File: src/rtl/nco_pkg.sv
// Shared types and default widths for the NCO frequency-sweep sequencer.
package nco_pkg;

  localparam int NCO_W       = 32;
  localparam int NCO_DWELL_W = 16;

  typedef enum logic [1:0] {
    ST_IDLE  = 2'd0,
    ST_DWELL = 2'd1,
    ST_DONE  = 2'd2
  } nco_state_e;

endpackage : nco_pkg

File: src/rtl/nco_sweep_ctrl_if.sv
// Control/config inputs and accumulator-side outputs of the sweep sequencer.
interface nco_sweep_ctrl_if
  import nco_pkg::*;
#(
  parameter int W       = NCO_W,
  parameter int DWELL_W = NCO_DWELL_W
);

  logic               start_i;
  logic               abort_i;
  logic               cont_i;
  logic               up_i;
  logic [W-1:0]       f_start_i;
  logic [W-1:0]       f_stop_i;
  logic [W-1:0]       f_step_i;
  logic [DWELL_W-1:0] dwell_i;

  logic [W-1:0]       p_inc_o;
  logic               valid_o;
  logic               acc_rst_o;
  logic               busy_o;
  logic               step_o;
  logic               done_o;

  modport master (
    output start_i, abort_i, cont_i, up_i, f_start_i, f_stop_i, f_step_i, dwell_i,
    input  p_inc_o, valid_o, acc_rst_o, busy_o, step_o, done_o
  );

  modport slave (
    input  start_i, abort_i, cont_i, up_i, f_start_i, f_stop_i, f_step_i, dwell_i,
    output p_inc_o, valid_o, acc_rst_o, busy_o, step_o, done_o
  );

endinterface : nco_sweep_ctrl_if

File: src/rtl/nco_step_calc.sv
// Next increment value with clamp-to-stop, plus terminal-value detection.
module nco_step_calc #(
  parameter int W = 32
) (
  input  logic [W-1:0] cur,
  input  logic [W-1:0] stop,
  input  logic [W-1:0] step,
  input  logic         up,
  output logic [W-1:0] next,
  output logic         term
);

  logic [W:0] sum;
  logic       past_stop;
  logic       beyond;

  // The extra bit catches wrap-around in either direction so it clamps instead.
  assign sum       = up ? ({1'b0, cur} + {1'b0, step}) : ({1'b0, cur} - {1'b0, step});
  assign past_stop = sum[W] | (up ? (sum[W-1:0] > stop) : (sum[W-1:0] < stop));
  assign next      = past_stop ? stop : sum[W-1:0];

  assign beyond    = up ? (cur > stop) : (cur < stop);
  assign term      = (cur == stop) | (step == '0) | beyond;

endmodule : nco_step_calc

File: src/rtl/nco_sweep_ctrl.sv
// Linear frequency-sweep sequencer feeding the NCO phase accumulator.
// Optional NCO_SWEEP_PHASE_RST_EN: pulse acc_rst_o at each sweep start and wrap.
module nco_sweep_ctrl
  import nco_pkg::*;
#(
  parameter int W       = NCO_W,
  parameter int DWELL_W = NCO_DWELL_W
) (
  input  logic             clk_i,
  input  logic             rst_ni,
  nco_sweep_ctrl_if.slave  bus
);

  typedef struct packed {
    logic               cont;
    logic               up;
    logic [W-1:0]       f_start;
    logic [W-1:0]       f_stop;
    logic [W-1:0]       f_step;
    logic [DWELL_W-1:0] dwell;
  } cfg_t;

  nco_state_e         state_q, state_d;
  cfg_t               cfg_q, cfg_d;
  logic [W-1:0]       p_inc_q, p_inc_d;
  logic [DWELL_W-1:0] cnt_q, cnt_d;
  logic               step_q, step_d;

  logic [W-1:0]       next_val;
  logic               term;
  logic               launch;
  logic               hold_end;
  logic               wrap;

  nco_step_calc #(.W(W)) u_step_calc (
    .cur  (p_inc_q),
    .stop (cfg_q.f_stop),
    .step (cfg_q.f_step),
    .up   (cfg_q.up),
    .next (next_val),
    .term (term)
  );

  assign launch   = (state_q == ST_IDLE) && bus.start_i && !bus.abort_i;
  assign hold_end = (state_q == ST_DWELL) && !bus.abort_i && (cnt_q == '0);
  assign wrap     = hold_end && term && cfg_q.cont;
  assign step_d   = hold_end && (!term || cfg_q.cont);

  // NOTE: every signal written here gets a default first; a missed branch would otherwise infer a latch.
  always_comb begin
    state_d = state_q;
    cfg_d   = cfg_q;
    p_inc_d = p_inc_q;
    cnt_d   = cnt_q;
    unique case (state_q)
      ST_IDLE: begin
        if (launch) begin
          cfg_d   = '{cont:    bus.cont_i,
                      up:      bus.up_i,
                      f_start: bus.f_start_i,
                      f_stop:  bus.f_stop_i,
                      f_step:  bus.f_step_i,
                      dwell:   bus.dwell_i};
          p_inc_d = bus.f_start_i;
          cnt_d   = bus.dwell_i;
          state_d = ST_DWELL;
        end
      end
      ST_DWELL: begin
        if (bus.abort_i) begin
          state_d = ST_IDLE;
        end else if (cnt_q != '0) begin
          cnt_d = cnt_q - DWELL_W'(1);
        end else if (!term) begin
          p_inc_d = next_val;
          cnt_d   = cfg_q.dwell;
        end else if (cfg_q.cont) begin
          p_inc_d = cfg_q.f_start;
          cnt_d   = cfg_q.dwell;
        end else begin
          p_inc_d = cfg_q.f_stop;
          state_d = ST_DONE;
        end
      end
      ST_DONE: state_d = ST_IDLE;
      default: state_d = ST_IDLE;
    endcase
  end

  // NOTE: sequential state uses <= so every register samples pre-edge values regardless of statement order.
  always_ff @(posedge clk_i or negedge rst_ni) begin
    if (!rst_ni) begin
      state_q <= ST_IDLE;
      cfg_q   <= '0;
      p_inc_q <= '0;
      cnt_q   <= '0;
      step_q  <= 1'b0;
    end else begin
      state_q <= state_d;
      cfg_q   <= cfg_d;
      p_inc_q <= p_inc_d;
      cnt_q   <= cnt_d;
      step_q  <= step_d;
    end
  end

  assign bus.p_inc_o = p_inc_q;
  assign bus.valid_o = (state_q == ST_DWELL);
  assign bus.busy_o  = (state_q == ST_DWELL);
  assign bus.done_o  = (state_q == ST_DONE);
  assign bus.step_o  = step_q;

`ifdef NCO_SWEEP_PHASE_RST_EN
  logic acc_rst_q;

  always_ff @(posedge clk_i or negedge rst_ni) begin
    if (!rst_ni) acc_rst_q <= 1'b0;
    else         acc_rst_q <= launch | wrap;
  end

  assign bus.acc_rst_o = acc_rst_q;
`else
  // Free-running phase: wraps still reload f_start, but the accumulator is never cleared.
  logic unused_wrap;
  assign unused_wrap   = wrap;
  assign bus.acc_rst_o = 1'b0 & unused_wrap;
`endif

endmodule : nco_sweep_ctrl

File: src/flat_wrapper.sv
// flat-port wrapper written by rule: the top's interface ports become plain ports
module nco_sweep_ctrl_flat import nco_pkg::*;
#(
  parameter int W       = NCO_W,
  parameter int DWELL_W = NCO_DWELL_W
)
  (clk_i, rst_ni, bus_start_i, bus_abort_i, bus_cont_i, bus_up_i, bus_f_start_i, bus_f_stop_i, bus_f_step_i, bus_dwell_i, bus_p_inc_o, bus_valid_o, bus_acc_rst_o, bus_busy_o, bus_step_o, bus_done_o);
  nco_sweep_ctrl_if #(.W(W), .DWELL_W(DWELL_W)) bus_i ();
  input  logic clk_i;
  input  logic rst_ni;
  input wire logic [$bits(bus_i.start_i)-1:0] bus_start_i;
  input wire logic [$bits(bus_i.abort_i)-1:0] bus_abort_i;
  input wire logic [$bits(bus_i.cont_i)-1:0] bus_cont_i;
  input wire logic [$bits(bus_i.up_i)-1:0] bus_up_i;
  input wire logic [$bits(bus_i.f_start_i)-1:0] bus_f_start_i;
  input wire logic [$bits(bus_i.f_stop_i)-1:0] bus_f_stop_i;
  input wire logic [$bits(bus_i.f_step_i)-1:0] bus_f_step_i;
  input wire logic [$bits(bus_i.dwell_i)-1:0] bus_dwell_i;
  output wire logic [$bits(bus_i.p_inc_o)-1:0] bus_p_inc_o;
  output wire logic [$bits(bus_i.valid_o)-1:0] bus_valid_o;
  output wire logic [$bits(bus_i.acc_rst_o)-1:0] bus_acc_rst_o;
  output wire logic [$bits(bus_i.busy_o)-1:0] bus_busy_o;
  output wire logic [$bits(bus_i.step_o)-1:0] bus_step_o;
  output wire logic [$bits(bus_i.done_o)-1:0] bus_done_o;
  assign bus_i.start_i = bus_start_i;
  assign bus_i.abort_i = bus_abort_i;
  assign bus_i.cont_i = bus_cont_i;
  assign bus_i.up_i = bus_up_i;
  assign bus_i.f_start_i = bus_f_start_i;
  assign bus_i.f_stop_i = bus_f_stop_i;
  assign bus_i.f_step_i = bus_f_step_i;
  assign bus_i.dwell_i = bus_dwell_i;
  assign bus_p_inc_o = bus_i.p_inc_o;
  assign bus_valid_o = bus_i.valid_o;
  assign bus_acc_rst_o = bus_i.acc_rst_o;
  assign bus_busy_o = bus_i.busy_o;
  assign bus_step_o = bus_i.step_o;
  assign bus_done_o = bus_i.done_o;
  nco_sweep_ctrl #(.W(W), .DWELL_W(DWELL_W)) u_core (.clk_i(clk_i), .rst_ni(rst_ni), .bus(bus_i));
endmodule
File: config.mk
export PLATFORM = sky130hd
export DESIGN_NAME = nco_sweep_ctrl_flat
export DESIGN_NICKNAME = d
export VERILOG_FILES = /design/src/rtl/nco_pkg.sv /design/src/rtl/nco_sweep_ctrl_if.sv /design/src/rtl/nco_step_calc.sv /design/src/rtl/nco_sweep_ctrl.sv /design/src/flat_wrapper.sv
export SDC_FILE = /design/constraint.sdc
export NUM_CORES = 1
export LEC_CHECK = 0
export ABC_CLOCK_PERIOD_IN_PS = 6600
export BUFFER_PORTS_ARGS = -buffer_cell sky130_fd_sc_hd__buf_4
export CORE_ASPECT_RATIO = 0.8
export CORE_MARGIN = 1
export CORE_UTILIZATION = 31
export DETAILED_ROUTE_END_ITERATION = 12
export PLACE_DENSITY = 0.47
export SYNTH_ARGS = -nofsm -noshare
export SYNTH_HDL_FRONTEND = slang
export SYNTH_SLANG_ARGS = --single-unit
export TNS_END_PERCENT = 30
File: constraint.sdc
create_clock -name clk_i -period 6.6 [get_ports clk_i]
set_input_delay 0.99 -clock clk_i [delete_from_list [all_inputs] [get_ports clk_i]]
set_output_delay 0.99 -clock clk_i [all_outputs]
set_load 0.005 [all_outputs]
==> flow_summary_export.csv, run 1 <==
group,metric,value,unit
cts,tritoncts,"done",
sta,fin_skew,13.02,ps
floorplan,dieWidth,216.1,µm
cells_and_area,area_delta_synth_final,27.17,%
sta,finalSetupViolations,26,
critical_path,crit_buf_inv,3,
critical_path,r2r_end,"u_core.bus.p_inc_o[4]$_DFFE_PN0P_",
critical_path,worstSetupEndpointType,"flip-flop",
critical_path,startpoint_type,"flip-flop",
logic_synthesis,synth.net_count,1561,
logic_synthesis,syn-cell-area,11370,µm²
floorplan,start_util,0.3159,
routing,num_vias,10353,
logic_synthesis,synth_cell_types,69,
floorplan,rows,62,
critical_path,slowest_stage,"or4_4",
critical_path,reg2regPathDepth,28,
placement,place_hpwl,28.46,mm
worst_hold_path,hold_path_startpoint,"u_core.cfg_q[80]$_DFFE_PN0P_",
critical_path,max_stage_delay,560,ps
logic_synthesis,syn_area_per_cell,8.473,µm²
critical_path,required,6950,ps
logic_synthesis,netlist_instances,1342,
critical_path,crit-reg2reg-launch,"u_core.cfg_q[23]$_DFFE_PN0P_",
global_routing,overflow,0,
critical_path,path_class,"flip-flop to flip-flop",
routing,wl_per_cell,18.98,µm
routing,drtIter0Drc,658,
logic_synthesis,ys_seq_elements,165,
logic_synthesis,synth_edf_count,0,
sta,period_needed,6695,ps
sta,worstMarginPinSlew,1105,ps
power,p_per_area,412.9,nW/µm²
power,p_leak,7.062,nW
sta,hold_slack,475.1,ps
worst_hold_path,min_to,"u_core.cfg_q[80]$_DFFE_PN0P_",
global_routing,grt_max_degree,86,
run,maxCapViolCount,0,
placement,gp_congestion,0.8754,
sta,hold_violations,0,
logic_synthesis,ys_async_sr_fraction,1.000,
global_routing,track_usage,0.2074,
worst_hold_path,min_path_cells,2,
cells_and_area,nets,1754,
cells_and_area,final_area,14460,µm²
routing,wl,38.49,mm
logic_synthesis,yosys.area.top_type,"dfrtp_1",
cells_and_area,fillers,3743,
sta,rsz0062_at_grt,"yes",
global_routing,grt_pass1_wl,59.57,mm
logic_synthesis,seq_area_frac_synth,0.3631,
routing,drc,0,
cells_and_area,layout_commonest_cell,"nand2_1",
global_routing,first_global_vias,10366,
power,total_power,5.971,mW
critical_path,path_max_fanout,8,
placement,placed_area,13400,µm²
floorplan,die_y,173.3,µm
placement,io_buffer_count,153,
sta,final-max-slew-violation-count,0,
cts,cts_hold_buf,0,
sta,min_period_over_period,1.014,
logic_synthesis,ys_warn_count,0,
cells_and_area,num_antenna_cells,0,
routing,first_pass_iters,5,
cts,clock_path_buffers,2,
critical_path,regToRegSetupSlack,-90,ps
logic_synthesis,ys.flop_type,"dfrtp_1",
cts,cts.htree.levels,4,
sta,setup_ws,-94.93,ps
critical_path,crit_family,"simple AND/OR/NAND/NOR gates",
cts,insertion_delay,470,ps
floorplan,dieArea,37450,µm²
cells_and_area,layout_common_cells,"nand2_1 (328), buf_4 (227), dfrtp_1 (164), ha_1 (100), o21ai_0 (84)",
logic_synthesis,synth_area_leaders,"dfrtp_1 (36%), ha_1 (11%), nand2_1 (11%)",
floorplan,coreArea,35990,µm²
outcome,outcome,"finished with violations",
floorplan,boundaryPins,155,
critical_path,arrival,7040,ps
global_routing,use_met3,0.04088,
routing,avgViaCountPerCell,5.105,
global_routing,top_usage_layer,"met2",
global_routing,use_met2,0.3092,
global_routing,antenna_found_initial,0,
worst_hold_path,holdCritPathClass,"flip-flop to flip-flop",
cts,cts_sinks,165,
cts,clk_pin_slew,70,ps
power,peakVddDrop,167.7,µV
logic_synthesis,synth_top_area_share,0.3631,
global_routing,grt_util_met1,0.3071,
cells_and_area,post_route_cells_drive_above_1_share,0.2087,
cts,root_buffer,"clkbuf_16",
outcome,violations,"negative setup slack",
routing,ant_nets,0,
sta,fmax,149.4,MHz
sta,relSlewSlack,0.2609,
cts,cts_buffers,17,
==> per-layer routing <==
metal / wire length [µm] / vias to the layer above / share of wire
met1: 19740 / 4986 / 0.51
met4: 424 / 0 / 0.011
li1: - / 5140 / -
met3: 1621 / 28 / 0.042
met2: 16700 / 199 / 0.43
met5: 0 / - / 0
==> synth_stat cells (15+ instances only) <==
master    count
nand2_1     328
dfrtp_1     165
ha_1        100
o21ai_0      88
a21oi_1      75
nor2_1       65
inv_1        58
clkbuf_1     43
a21o_1       42
xnor2_1      35
mux2i_1      31
o211ai_1     31
xor2_1       29
a221o_1      22
nand4_1      18
a211oi_1     15
==> timing repair <==
| action | 4_1_cts | 5_1_grt |
|---|---|---|
| gates cloned | 2 | 0 |
| buffers inserted | 11 | 6 |
| resized for setup | 14 | 31 |
| setup endpoints to repair | 32 | 32 |
| pin swaps | 3 | 35 |
==> where the power goes <==
group          total (mW)  switching (mW)  internal [mW]  leakage, nW
clock                1.13           0.451          0.682        0.311
combinational        3.37            1.84           1.53         4.70
sequential           1.47           0.245           1.23         2.05
total                5.97            2.54           3.43         7.06
==> worst min-delay path: stages (launching register included) <==
cell and delay, ps:
dfrtp_1 340, nand2_1 50, nand2_1 60
==> logic make-up after synthesis <==
family / share of synthesized area
fa+ha+maj: 0.1118
compound gates: 0.1995
flops: 0.3631
other cells: 0.0003298
simple gates: 0.1982
buf+inv: 0.04357
mux: 0.03422
xor+xnor: 0.04930
==> worst max path at each step <==
stage,startpoint,endpoint,slack (ps),cells after the start
2_1_floorplan,u_core.cfg_q[25]$_DFFE_PN0P_,u_core.bus.p_inc_o[21]$_DFFE_PN0P_,20,26
3_3_place_gp,u_core.cfg_q[25]$_DFFE_PN0P_,u_core.bus.p_inc_o[8]$_DFFE_PN0P_,-140,26
3_5_place_dp,u_core.cfg_q[25]$_DFFE_PN0P_,u_core.bus.p_inc_o[13]$_DFFE_PN0P_,-320,26
4_1_cts,u_core.cfg_q[25]$_DFFE_PN0P_,u_core.bus.p_inc_o[4]$_DFFE_PN0P_,-110,27
5_1_grt,u_core.cfg_q[23]$_DFFE_PN0P_,u_core.bus.p_inc_o[8]$_DFFE_PN0P_,-460,29
6_report,u_core.cfg_q[23]$_DFFE_PN0P_,u_core.bus.p_inc_o[4]$_DFFE_PN0P_,-90,28
==> metrics by stage <==
stage	TNS, ps	instances	utilization	worst slack [ps]
after floorplan	0	1342	-	15.42
after global placement	-3401	1977	0.3722	-138.7
after detailed placement	-8976	1977	0.3722	-315.6
after CTS	-1313	2022	0.3963	-114.6
after global routing	-12830	2028	0.4017	-464.4
final	-1669	2028	0.4017	-94.93
==> sequential cells by signal, indices dropped and copies added, names as in the netlist <==
| signal | count |
|---|---|
| u_core.state_q | 2 |
| u_core.bus.step_o | 1 |
| u_core.cfg_q | 114 |
| u_core.bus.p_inc_o | 32 |
| u_core.cnt_q | 16 |
==> cell type report <==
class | count | area (µm²) | area share
flip-flops and latches | 165 | 4130 | 0.2856
repair buffers | 237 | 1888 | 0.1306
inverters | 58 | 217.7 | 0.01506
multi-input cells | 1056 | 6975 | 0.4824
clock inverters | 12 | 201.4 | 0.01393
clock buffers | 20 | 446.7 | 0.03089
well taps | 480 | 600.6 | 0.04153
No activity file was read; power rests on OpenSTA's default activity.
==> inputs of run 2 (changes only) <==
--- a/config.mk
+++ b/config.mk
@@ -11,6 +11,7 @@
 export CORE_MARGIN = 1
 export CORE_UTILIZATION = 31
 export DETAILED_ROUTE_END_ITERATION = 12
+export MAX_ROUTING_LAYER = met4
 export PLACE_DENSITY = 0.47
 export SYNTH_ARGS = -nofsm -noshare
 export SYNTH_HDL_FRONTEND = slang
==> flow_summary_export.csv, run 2 (synthesis results as in run 1) <==
group,metric,value,unit
routing,num_vias,10422,
global_routing,use_met3,0.03825,
cells_and_area,regMostFlops,"u_core.cfg_q",
cts,cts_sinks,165,
cts,insertion_delay,460,ps
placement,gp_congestion,0.8796,
outcome,outcome,"finished with violations",
cts,tritoncts,"done",
global_routing,grt_util_met1,0.3095,
run,maxCapViolCount,0,
cells_and_area,layout_commonest_cell,"nand2_1",
global_routing,grt_pass1_wl,59.57,mm
power,pwr-share-clk,0.184,
worst_hold_path,holdCritPathClass,"flip-flop to flip-flop",
floorplan,dieArea,37450,µm²
critical_path,arrival,7140,ps
sta,setup_ws,-200.3,ps
cells_and_area,num_antenna_cells,0,
global_routing,track_usage,0.2134,
critical_path,regToRegSetupSlack,-200,ps
placement,io_buffer_count,153,
critical_path,crit_buf_inv,2,
critical_path,reg2regPathDepth,27,
placement,place_hpwl,28.34,mm
cells_and_area,layout_common_cells,"nand2_1 (328), buf_4 (226), dfrtp_1 (164), ha_1 (98), o21ai_0 (84)",
critical_path,crit-reg2reg-launch,"u_core.cfg_q[23]$_DFFE_PN0P_",
critical_path,path_class,"flip-flop to flip-flop",
critical_path,required,6940,ps
sta,fmax,147.1,MHz
routing,wl,38.80,mm
global_routing,use_met2,0.3062,
routing,drc,0,
sta,finalSetupViolations,30,
power,sequentialPowerShare,0.246,
sta,rsz0062_at_grt,"yes",
cells_and_area,post_route_cells_drive_above_1_share,0.2070,
floorplan,dieWidth,216.1,µm
critical_path,path_max_fanout,9,
critical_path,r2r_end,"u_core.bus.p_inc_o[30]$_DFFE_PN0P_",
global_routing,antenna_found_initial,0,
critical_path,crit_family,"simple AND/OR/NAND/NOR gates",
power,total_power,5.979,mW
routing,first_pass_iters,7,
cts,clk_pin_slew,70,ps
power,combPwrFrac,0.570,
routing,wl_per_cell,19.15,µm
floorplan,rows,62,
sta,fin_skew,14.64,ps
cells_and_area,final_util,0.4010,
critical_path,startpoint_type,"flip-flop",
floorplan,boundaryPins,155,
routing,ant_nets,0,
power,peakVddDrop,159.6,µV
sta,relSlewSlack,0.2255,
routing,drtIter0Drc,763,
global_routing,overflow,0,
outcome,violations,"negative setup slack",
worst_hold_path,min_to,"u_core.cfg_q[80]$_DFFE_PN0P_",
power,swShare,0.4293,
cts,cts_buffers,17,
global_routing,top_usage_layer,"met1",
worst_hold_path,hold_path_startpoint,"u_core.cfg_q[80]$_DFFE_PN0P_",
routing,avgViaCountPerCell,5.144,
cells_and_area,largest_register_ffs,114,
critical_path,worstSetupEndpointType,"flip-flop",
cts,cts.htree.levels,4,
cells_and_area,nets,1752,
floorplan,coreArea,35990,µm²
worst_hold_path,min_path_cells,2,
sta,min_period_over_period,1.030,
sta,tns,-4784,ps
placement,place_ws,-306.8,ps
sta,period_needed,6800,ps
global_routing,first_global_vias,10155,
floorplan,start_util,0.3159,
critical_path,max_stage_delay,590,ps
sta,worstMarginPinSlew,1157,ps
critical_path,slowest_stage,"or4_4",
sta,hold_violations,0,
power,power.switching,2.567,mW
cts,clock_path_buffers,2,
cells_and_area,area_delta_synth_final,26.94,%
power,p_per_area,414.2,nW/µm²
power,p_int,3.412,mW
power,p_leak,7.044,nW
cts,root_buffer,"clkbuf_16",
sta,final-max-slew-violation-count,0,
global_routing,grt_max_degree,149,
floorplan,die_y,173.3,µm
-- run 2: cell types whose count changed in the layout (fill, tap and decap cells not counted), moves of 2 or more --
cell / previous run / this run
a211oi_1: 10 / 13
a211oi_2: 6 / 3
buf_12: 4 / 6
buf_6: 3 / 1
bufinv_16: 5 / 3
clkbuf_8: 1 / 4
ha_1: 100 / 98
-- run 2: worst max path at each step --
| stage | to | slack (ps) | startpoint | cells past startpoint |
|---|---|---|---|---|
| after floorplan | u_core.bus.p_inc_o[21]$_DFFE_PN0P_ | 20 | u_core.cfg_q[25]$_DFFE_PN0P_ | 26 |
| after global placement | u_core.bus.p_inc_o[8]$_DFFE_PN0P_ | -140 | u_core.cfg_q[25]$_DFFE_PN0P_ | 26 |
| after detailed placement | u_core.bus.p_inc_o[7]$_DFFE_PN0P_ | -310 | u_core.cfg_q[25]$_DFFE_PN0P_ | 26 |
| after CTS | u_core.bus.p_inc_o[30]$_DFFE_PN0P_ | -50 | u_core.cfg_q[22]$_DFFE_PN0P_ | 28 |
| after global routing | u_core.bus.p_inc_o[18]$_DFFE_PN0P_ | -410 | u_core.cfg_q[23]$_DFFE_PN0P_ | 27 |
| final | u_core.bus.p_inc_o[30]$_DFFE_PN0P_ | -200 | u_core.cfg_q[23]$_DFFE_PN0P_ | 27 |
-- run 2: power groups by stage --
| stage | clock (mW) | sequential [mW] | combinational [mW] |
|---|---|---|---|
| 2_1_floorplan | 0 | 1.40 | 2.06 |
| 3_3_place_gp | 0 | 1.48 | 3.07 |
| 3_5_place_dp | 0 | 1.48 | 3.11 |
| 4_1_cts | 1.12 | 1.47 | 3.23 |
| 5_1_grt | 1.16 | 1.51 | 3.78 |
| 6_report | 1.10 | 1.47 | 3.41 |
-- run 2: timing repair --
action	CTS	global route
hold endpoints to repair	0	0
pin swaps	23	30
setup endpoints to repair	32	32
cloned	2	0
buffers inserted	7	8
hold buffers	0	0
resized for setup	23	20
-- run 2: metrics by stage --
stage / cells / hold WS, ps / cell area, µm²
finish: 2026 / 474.3 / 14430
global route: 2026 / 497.9 / 14430
CTS: 2018 / 479.5 / 14250
detailed placement: 1977 / 460.7 / 13410
global placement: 1977 / 453.5 / 13410
floorplan: 1342 / 440.3 / 11370
-- run 2: routing by layer --
| metal | vias up | routed length (µm) |
|---|---|---|
| li1 | 5131 | - |
| met3 | 34 | 1696 |
| met2 | 236 | 16690 |
| met4 | 0 | 462 |
| met1 | 5021 | 19960 |
| met5 | - | 0 |
-- run 2: worst register-to-register path, delay by kind of cell (launching register included) --
family | cells | cell delay [ps]
adders and majority gates | 2 | 460
DFF | 1 | 390
AOI/OAI and AO/OA | 12 | 2480
buffers and inverters | 2 | 320
xor gates and xnor gates | 1 | 200
and+or+nand+nor | 10 | 2830
-- run 2: final cells by class --
class / count / area (µm²)
timing repair buffer: 235 / 1883
clock inverter: 10 / 143.9
inverter: 58 / 217.7
tap: 480 / 600.6
multi-input combinational: 1056 / 6974
fill: 3705 / 21560
clock buffer: 22 / 484.2
sequential: 165 / 4130
